<file path="config.mk">
export PLATFORM = sky130hd
export DESIGN_NAME = keys_conditioner
export DESIGN_NICKNAME = d
export VERILOG_FILES = /design/src/rtl/keys_conditioner.sv
export SDC_FILE = /design/constraint.sdc
export NUM_CORES = 1
export LEC_CHECK = 0
export CAP_MARGIN = 30
export CELL_PAD_IN_SITES_DETAIL_PLACEMENT = 1
export CELL_PAD_IN_SITES_GLOBAL_PLACEMENT = 1
export CORE_ASPECT_RATIO = 1.4
export CORE_UTILIZATION = 51
export CTS_BUF_LIST = sky130_fd_sc_hd__clkbuf_4 sky130_fd_sc_hd__clkbuf_8 sky130_fd_sc_hd__clkbuf_16
export DETAILED_ROUTE_END_ITERATION = 8
export PLACE_DENSITY = 0.91
export SLEW_MARGIN = 25
export SYNTH_ARGS = -nofsm -noshare
export SYNTH_HDL_FRONTEND = slang
export SYNTH_SLANG_ARGS = --single-unit
</file>
<file path="constraint.sdc">
create_clock -name clk_i -period 6.7 [get_ports clk_i]
set_input_delay 1.34 -clock clk_i [delete_from_list [all_inputs] [get_ports clk_i]]
set_output_delay 1.34 -clock clk_i [all_outputs]
set_load 0.005 [all_outputs]
</file>
<file path="src/rtl/keys_conditioner.sv">
// Per-key synchronizer, debouncer and edge-pulse generator with optional auto-repeat.
// Auto-repeat is built only when KEYS_AUTOREPEAT_EN is defined; otherwise repeat_o is tied low.
module keys_conditioner #(
  parameter int unsigned KEYS_W          = 4,
  parameter int unsigned DEBOUNCE_CYCLES = 500000,
  parameter int unsigned REPEAT_DELAY    = 25000000,
  parameter int unsigned REPEAT_PERIOD   = 5000000
) (
  input  logic              clk_i,
  input  logic              rst_i,
  input  logic [KEYS_W-1:0] keys_i,
  output logic [KEYS_W-1:0] keys_o,
  output logic [KEYS_W-1:0] pressed_o,
  output logic [KEYS_W-1:0] released_o,
  output logic [KEYS_W-1:0] repeat_o
);

  localparam int unsigned DB_W = $clog2(DEBOUNCE_CYCLES + 1);
  localparam logic [DB_W-1:0] DB_MAX = DB_W'(DEBOUNCE_CYCLES);

  if (DEBOUNCE_CYCLES < 1 || REPEAT_DELAY < 1 || REPEAT_PERIOD < 1) begin : g_param_check
    $error("keys_conditioner: DEBOUNCE_CYCLES, REPEAT_DELAY and REPEAT_PERIOD must be >= 1");
  end

  logic [KEYS_W-1:0] r_sync1;
  logic [KEYS_W-1:0] r_sync2;
  logic [KEYS_W-1:0] w_press;
  logic [KEYS_W-1:0] w_rel;

  always_ff @(posedge clk_i or posedge rst_i) begin
    if (rst_i) begin
      r_sync1 <= '0;
      r_sync2 <= '0;
    end else begin
      r_sync1 <= keys_i;
      r_sync2 <= r_sync1;
    end
  end

  for (genvar g = 0; g < KEYS_W; g++) begin : g_debounce
    logic [DB_W-1:0] r_cnt;
    logic            w_hit;

    assign w_hit      = (r_cnt == DB_MAX);
    assign w_press[g] = w_hit & ~keys_o[g];
    assign w_rel[g]   = w_hit & keys_o[g];

    always_ff @(posedge clk_i or posedge rst_i) begin
      if (rst_i) begin
        r_cnt <= '0;
      end else if (w_hit || (r_sync2[g] == keys_o[g])) begin
        r_cnt <= '0;
      end else begin
        r_cnt <= r_cnt + DB_W'(1);
      end
    end
  end

  // Pulses are registered alongside keys_o so they line up with the level change.
  always_ff @(posedge clk_i or posedge rst_i) begin
    if (rst_i) begin
      keys_o     <= '0;
      pressed_o  <= '0;
      released_o <= '0;
    end else begin
      keys_o     <= keys_o ^ (w_press | w_rel);
      pressed_o  <= w_press;
      released_o <= w_rel;
    end
  end

`ifdef KEYS_AUTOREPEAT_EN
  localparam int unsigned RPT_MAX = (REPEAT_DELAY > REPEAT_PERIOD) ? REPEAT_DELAY : REPEAT_PERIOD;
  localparam int unsigned RPT_W   = $clog2(RPT_MAX + 1);
  localparam logic [RPT_W-1:0] DELAY_LAST  = RPT_W'(REPEAT_DELAY - 1);
  localparam logic [RPT_W-1:0] PERIOD_LAST = RPT_W'(REPEAT_PERIOD - 1);

  typedef enum logic [1:0] {StIdle, StHold, StRepeat} rpt_state_e;

  logic [KEYS_W-1:0] w_rep;

  for (genvar g = 0; g < KEYS_W; g++) begin : g_repeat
    rpt_state_e       r_state;
    rpt_state_e       w_state_next;
    logic [RPT_W-1:0] r_rcnt;
    logic [RPT_W-1:0] w_rcnt_next;

    always_ff @(posedge clk_i or posedge rst_i) begin
      if (rst_i) begin
        r_state <= StIdle;
        r_rcnt  <= '0;
      end else begin
        r_state <= w_state_next;
        r_rcnt  <= w_rcnt_next;
      end
    end

    // Release has priority over any expiry in the same cycle.
    always_comb begin
      w_state_next = r_state;
      w_rcnt_next  = r_rcnt + RPT_W'(1);
      case (r_state)
        StIdle: begin
          w_rcnt_next = '0;
          if (w_press[g]) w_state_next = StHold;
        end
        StHold: begin
          if (w_rel[g]) begin
            w_state_next = StIdle;
            w_rcnt_next  = '0;
          end else if (r_rcnt == DELAY_LAST) begin
            w_state_next = StRepeat;
            w_rcnt_next  = '0;
          end
        end
        StRepeat: begin
          if (w_rel[g]) begin
            w_state_next = StIdle;
            w_rcnt_next  = '0;
          end else if (r_rcnt == PERIOD_LAST) begin
            w_rcnt_next = '0;
          end
        end
        default: begin
          w_state_next = StIdle;
          w_rcnt_next  = '0;
        end
      endcase
    end

    always_comb begin
      w_rep[g] = 1'b0;
      if (!w_rel[g]) begin
        w_rep[g] = ((r_state == StHold) && (r_rcnt == DELAY_LAST)) ||
                   ((r_state == StRepeat) && (r_rcnt == PERIOD_LAST));
      end
    end
  end

  always_ff @(posedge clk_i or posedge rst_i) begin
    if (rst_i) begin
      repeat_o <= '0;
    end else begin
      repeat_o <= w_rep;
    end
  end
`else
  assign repeat_o = '0;
`endif

endmodule

</file>
# Word level (Yosys, flattened, before mapping)
# Cells that the tools add are included.
# totals
out_inout_bits	16
wordCells	43
reg_bits	96
in_bits	6
# classes
bitwise	14
n_eq_ne	8
addsub	4
muxes	4
n_reduce_logical	4
# op_table
cell	count
$add 19x1->19 const B	4
$eq 19x19->1 const B	4
$mux 19	4
$and 1x1->1	8
$eq 1x1->1	4
$logic_or 1x1->1	4
$not 1->1	4
$or 4x4->4	1
$xor 4x4->4	1

# Logic depth before layout (Yosys ltp)
# Gate-level depths: netlist of the first run.
# depth
depth_word	4
mapped_depth	7
ltp_nobuf	7

# Worst setup path after synthesis of the first run
# No wires, ideal clock.
# synth_path
kind	reg2reg
from	reg g_debounce[3].r_cnt[6]
to	reg g_debounce[3].r_cnt[10]
t_arrival_ns	1.847
path_slack_ns	4.735
period_less_slack_ns	1.965
path_stages_with_launch	6
path_buffers	1
required_ns	6.581
setup_time_ns	0.119
cell_sequence	dfrtp_1 -> or4b_1 -> or4_4 -> o21ai_4 -> buf_6 -> nor2_1
# synth_via
elab_chain_len	3
elab_cells_between_ends	4
classes_between	add/sub: 1; eq/ne: 1; mux: 1; reduce/logical: 1
# synth_lines
element	line	rtl
start: declaration	41	logic [DB_W-1:0] r_cnt;
start signal: assignment	54	r_cnt <= r_cnt + DB_W'(1);
parallel branches: the longest is 2 deep, another holds $add 19x1->19	--	
$mux 19 *	51	end else if (w_hit || (r_sync2[g] == keys_o[g])) begin
# Mark *: on every way between the ends.

# Worst setup path in the final report of the first run
# layout_path
from	reg keys_o[0]
to	out keys_o[0]
# layout_rtl
element	line	rtl
start: declaration	12	output logic [KEYS_W-1:0] keys_o,
start signal: assignment	66	keys_o <= keys_o ^ (w_press | w_rel);
# No word-level cell between the ends.

==> impl_metrics.csv, run 1 <==
group,metric,value,unit
run_status,outcome,"completed",
floorplanning,num_rows,40,
floorplanning,ioPinCount,22,
cts,clk_pin_slew_worst_paths,60,ps
global_route,grt_pass1_vias,3879,
setup_path,rr_startpoint,"g_debounce[2].r_cnt[12]",
timing,hold_viol,0,
cts,root_buffer,"clkbuf_16",
logic_synthesis,yosys.area_share.simple,23.0,%
cts,cts_tree,"built",
setup_path,crit_chain,"clkdlybuf4s50_1",
routing,drcViolationCount,0,
setup_path,worstReg2RegEnd,"g_debounce[2].r_cnt[6]",
cts,hold_buffers,0,
setup_path,critical_path_class,"reg2out",
timing,final.setup_skew,7.93,ps
cts,cts.path.max_buffers,2,
logic_synthesis,synth-xor-area-share,11.6,%
placed_design,dpl.hpwl,6960,um
setup_path,path_buf_inv,1,
global_route,grt_usage,27.0,%
timing,fin_ws,4040,ps
logic_synthesis,yosys.area_share.adder,4.35,%
timing,maxSlewViolCount,0,
floorplanning,dieArea,0.00942,mm^2
cts,h-tree-depth,3,
placed_design,pre_cts_ws,3780,ps
setup_path,cp_top_family,"buffers and inverters",
routing,ant_nets,0,
layout,regArea,0.00240,mm^2
layout,area_growth,11.9,%
timing,final-setup-viol-count,0,
min_path,holdPathStages,0,
setup_path,path_max_fanout,4,
timing,period_share,39.7,%
setup_path,slowest_delay,530,ps
setup_path,r2r_cells,4,
floorplanning,start_util,53.2,%
pwr,power.leakage,2.12,nW
floorplanning,die_h,114,um
layout,antenna-diode-count,0,
logic_synthesis,synth_ff_type,"dfrtp_1",
cts,clk-insertion-delay-late,350,ps
routing,drt-total-wl,11200,um
layout,nets,494,
setup_path,crit_cells,1,
setup_path,start_kind,"flop",
layout,num-fill-cells,951,
logic_synthesis,synth-compound-area-share,3.56,%
layout,mostFrequentLayoutCells,"dfrtp_1 (96), nor2_1 (82), xnor2_1 (43), inv_1 (31), nand3_1 (23)",
setup_path,cp-end-kind,"primary output",
routing,first_pass_iters,4,
min_path,worstHoldStart,"r_sync1[3]",
logic_synthesis,synth_top_family_by_area,"simple AND/OR/NAND/NOR gates",
global_route,grt_pass1_wl,18700,um
setup_path,slowest_stage,"clkdlybuf4s50_1",
timing,setup_tns,0,ps
layout,drive_gt1_share,6.08,%
placed_design,port_buffers,17,
timing,slew_headroom,54.9,%
logic_synthesis,synth_edf_count,0,
logic_synthesis,syn_inst,453,
layout,multiInputGateArea,0.00200,mm^2
cts,post-cts-setup-buffers,0,
logic_synthesis,synth_cell_types,34,
setup_path,crit_start,"keys_o[0]",
logic_synthesis,yosysWarnings,0,
cts,numCtsBuffers,9,
floorplanning,die_w,82.3,um
min_path,hold_class,"reg2reg",
timing,post-route-min-period,2660,ps
setup_path,endpoint,"keys_o[0]",
routing,drt_iter0_drc,137,
pwr,cellPowerDensity,227,mW/mm^2
setup_path,arrival,1320,ps
timing,fmax,376,MHz
timing,grt_setup_unrepaired,"false",
global_route,antenna_found_initial,0,
timing,worst_slew_pin_slew,670,ps
logic_synthesis,netlist_area,0.00460,mm^2
cts,ctsResizeCount,0,
routing,viasPerCell,5.83,
setup_path,regToRegSetupSlack,4460,ps
flow_run,maxCapViolCount,0,
global_route,grt_max_degree,51,
routing,wl_per_cell,19.3,um
pwr,ir_drop,0.159,mV
logic_synthesis,yosysSeqAreaShare,52.2,%
placed_design,place_congestion,0.778,
logic_synthesis,async_reset_ff_share,100,%
global_route,gr-total-overflow,0,
setup_path,cp.required,5360,ps
floorplanning,design.core.area,0.00866,mm^2
routing,vias,3391,
logic_synthesis,synth-seq-cells,96,
layout,layout_commonest_cell,"dfrtp_1",
logic_synthesis,syn_avg_cell_area,10.2,um^2
cts,clock_sinks,96,
logic_synthesis,muxShareOfSynthArea,0.652,%
[metrics by stage]
step	instances	total power [W]	instance area, um^2	hold slack, ps	util [%]
finish	582	0.00117	5150	353	59.5
floorplan	456	0.000638	4610	331	-
CTS	582	0.00118	5150	354	59.5
global route	582	0.00121	5150	358	59.5
detailed placement	566	0.000652	4840	340	55.9
global placement	566	0.000648	4840	335	55.9
[kinds of logic (layout without fill, tap and decap cells)]
| kind of cell | Yosys count | count (layout) |
|---|---|---|
| AND/OR/NAND/NOR | 207 | 207 |
| flip-flops | 96 | 96 |
| XOR/XNOR | 61 | 61 |
| buffers and inverters | 46 | 67 |
| AO/OA/AOI/OAI | 23 | 23 |
| adder cells (fa/ha/maj) | 16 | 16 |
| multiplexers | 3 | 3 |
| other | 1 | 4 |
[worst min path at each step]
stage | slack [ps] | endpoint
6_report | 350 | r_sync2[3]
5_1_grt | 360 | r_sync2[3]
4_1_cts | 350 | r_sync2[3]
3_5_place_dp | 340 | r_sync2[3]
3_3_place_gp | 330 | r_sync2[3]
2_1_floorplan | 330 | r_sync2[0]
[Yosys cell counts, types with 2 or more instances]
library cell  count  area share, %
o21ai_0           6           0.65
buf_6             2           0.49
inv_1            32            2.6
nand4_2           2           0.54
clkbuf_1          4           0.33
xor2_1           18            3.4
xnor2_1          43            8.2
or4b_1            3           0.65
and4_1            3           0.57
nor2_1           82            6.7
nand3_1          23            2.5
clkbuf_2          2           0.22
nand4_1          21            2.9
or3_1             8            1.1
or4_4             3           0.73
nor4b_1           2           0.38
ha_1             16            4.3
or4_1             5           0.82
o21ai_4           2           0.71
a21oi_1          11            1.2
nand2_1          19            1.5
nor3_1           12            1.3
dfrtp_1          96             52
buf_4             5           0.82
mux2i_1           3           0.65
nor4_1           21            2.9
o31ai_1           2           0.33
[worst register-to-register path: cells and delay by family, from the launching register on]
family / cells / cell delay, ps
AND/OR/NAND/NOR: 3 / 1200
flip-flops: 1 / 470
AO/OA/AOI/OAI: 1 / 440
[power by group]
group	switching, W	leakage, nW	internal (W)
Sequential	0.00000977	1.31	0.000588
Clock	0.000223	0.152	0.000307
Combinational	0.0000298	0.651	0.0000133
[metal layers]
metal  global-route usage (%)  wire, um  up-vias
met3                     4.62       285       34
met5                        0         0        -
li1                         -         -     1570
met1                     30.0      4390     1723
met4                     15.1       400        0
met2                     47.6      6150       64
[registers in the layout, indices dropped and copies added, names as in the netlist]
| signal | flops |
|---|---|
| g_debounce.r_cnt | 76 |
| keys_o | 4 |
| pressed_o | 4 |
| r_sync1 | 4 |
| r_sync2 | 4 |
| released_o | 4 |
[layout make-up]
type | count | area share, %
sequential | 96 | 46.6
timing repair buffer | 19 | 3.59
clock buffer | 15 | 5.85
inverter | 32 | 2.38
clock inverter | 1 | 0.146
tap | 105 | 2.55
multi-input combinational | 314 | 38.9
Note: power is estimated with default switching activity, not from simulation.
==> run 2: changes to the inputs <==
- CORE_UTILIZATION: 51 -> 43
- PLACE_DENSITY: 0.91 -> 0.83
- clock period: 6.7 -> 2.3 ns (I/O delays scaled with it)
==> run 2 against run 1 <==
  * Wire length fell by 9.8%
  * Final area rose by 3.0%
  * Setup slack worse by 3900 ps
  * Total power rose to 3.0 times the previous value
  * Clock skew is 2.6 ps lower
  * Critical path type is now reg2reg
==> impl_metrics.csv, run 2 (synthesis gave the netlist of run 1 again) <==
group,metric,value,unit
floorplanning,num_rows,44,
timing,grt_setup_unrepaired,"false",
global_route,antenna_found_initial,0,
global_route,gr-total-overflow,0,
layout,fin_cells,625,
layout,mostFrequentLayoutCells,"dfrtp_1 (96), nor2_1 (82), xnor2_1 (43), inv_1 (31), nand3_1 (23)",
cts,hold_buffers,0,
global_route,grt_pass1_vias,3697,
timing,fin_ws,105,ps
cts,ctsResizeCount,0,
routing,first_pass_iters,4,
timing,final.setup_skew,5.30,ps
layout,area_growth,15.3,%
placed_design,port_buffers,17,
floorplanning,ioPinCount,22,
cts,root_buffer,"clkbuf_16",
timing,hold_viol,0,
global_route,grt_max_degree,46,
timing,worst_slew_pin_slew,685,ps
layout,antenna-diode-count,0,
min_path,hold_class,"reg2reg",
global_route,grt_pass1_wl,17700,um
timing,maxSlewViolCount,0,
setup_path,rr_startpoint,"g_debounce[2].r_cnt[10]",
routing,wl_per_cell,16.2,um
setup_path,crit_start,"g_debounce[2].r_cnt[10]",
floorplanning,dieArea,0.0111,mm^2
layout,regMostFlops,"g_debounce.r_cnt",
routing,drt_iter0_drc,96,
placed_design,place_inst,609,
cts,post-cts-setup-buffers,0,
placed_design,dpl.hpwl,6900,um
setup_path,start_kind,"flop",
timing,setup_tns,0,ps
pwr,cellPowerDensity,656,mW/mm^2
setup_path,path_max_fanout,18,
pwr,power.leakage,2.17,nW
cts,cts.path.max_buffers,2,
routing,vias,3342,
cts,h-tree-depth,3,
cts,clk_pin_slew_worst_paths,70,ps
setup_path,cp.required,2510,ps
timing,post-route-min-period,2190,ps
floorplanning,die_w,89.4,um
routing,drt-total-wl,10100,um
flow_run,maxCapViolCount,0,
routing,viasPerCell,5.35,
cts,clk-insertion-delay-late,350,ps
layout,nets,504,
timing,final-setup-viol-count,0,
timing,whs,353,ps
floorplanning,start_util,44.2,%
layout,drive_gt1_share,8.01,%
setup_path,critical_path_class,"reg2reg",
cts,cts_tree,"built",
cts,clock_sinks,96,
routing,ant_nets,0,
placed_design,place_congestion,0.791,
floorplanning,design.core.area,0.0104,mm^2
cts,numCtsBuffers,9,
min_path,worstHoldStart,"r_sync1[3]",
setup_path,cp-end-kind,"flop",
timing,period_share,95.4,%
timing,fmax,456,MHz
run_status,outcome,"completed",
pwr,ir_drop,0.414,mV
setup_path,arrival,2410,ps
placed_design,pre_cts_ws,148,ps
floorplanning,die_h,124,um
timing,slew_headroom,53.9,%
global_route,grt_usage,20.6,%
routing,drcViolationCount,0,
layout,largest_register_ffs,76,
layout,layout_commonest_cell,"dfrtp_1",
==> run 2: final timing paths <==
check,to,slack (ps),cells after the start
max in group asynchronous,g_debounce[0].r_cnt[13],1260,3
min reg2reg,r_sync2[3],350,0
min in group asynchronous,g_debounce[2].r_cnt[16],470,2
max reg2reg,g_debounce[2].r_cnt[10],110,4
max,g_debounce[2].r_cnt[10],110,4
min,r_sync2[3],350,0
==> run 2: worst max-delay path: stages (launching register included) <==
cell,delay [ps]
dfrtp_1,430
or4b_1,540
or4_4,530
o21bai_4,440
nor2_1,120
==> run 2: cell type report <==
cell class,instances,area [um^2]
Timing Repair Buffer,29,285
Multi-Input combinational cell,314,2000
Tap cell,138,173
Inverter,32,124
Clock buffer,9,225
Fill cell,1155,5100
Sequential cell,96,2400
Clock inverter,7,95.1
==> run 2: per-stage QoR <==
| stage | area [um^2] | power (W) | utilization, % |
|---|---|---|---|
| 6_report | 5310 | 0.00348 | 51.0 |
| 4_1_cts | 5310 | 0.00353 | 51.0 |
| 3_5_place_dp | 4990 | 0.00191 | 47.9 |
| 5_1_grt | 5310 | 0.00361 | 51.0 |
| 3_3_place_gp | 4990 | 0.00190 | 47.9 |
| 2_1_floorplan | 4620 | 0.00186 | - |
==> run 2: where the power goes <==
part | internal, W | leakage, nW | switching [W] | total [W]
sequential | 0.00171 | 1.31 | 0.0000292 | 0.00174
combinational | 0.0000463 | 0.702 | 0.0000850 | 0.000131
clock | 0.000954 | 0.156 | 0.000654 | 0.00161
==> run 2: metal layers <==
metal | GRT usage (%) | vias to the layer above | share of wire (%)
met5 | 0 | - | 0
met4 | 8.68 | 0 | 2.1
met3 | 3.58 | 18 | 2.0
met2 | 36.8 | 41 | 56
met1 | 23.3 | 1690 | 40
li1 | - | 1593 | -
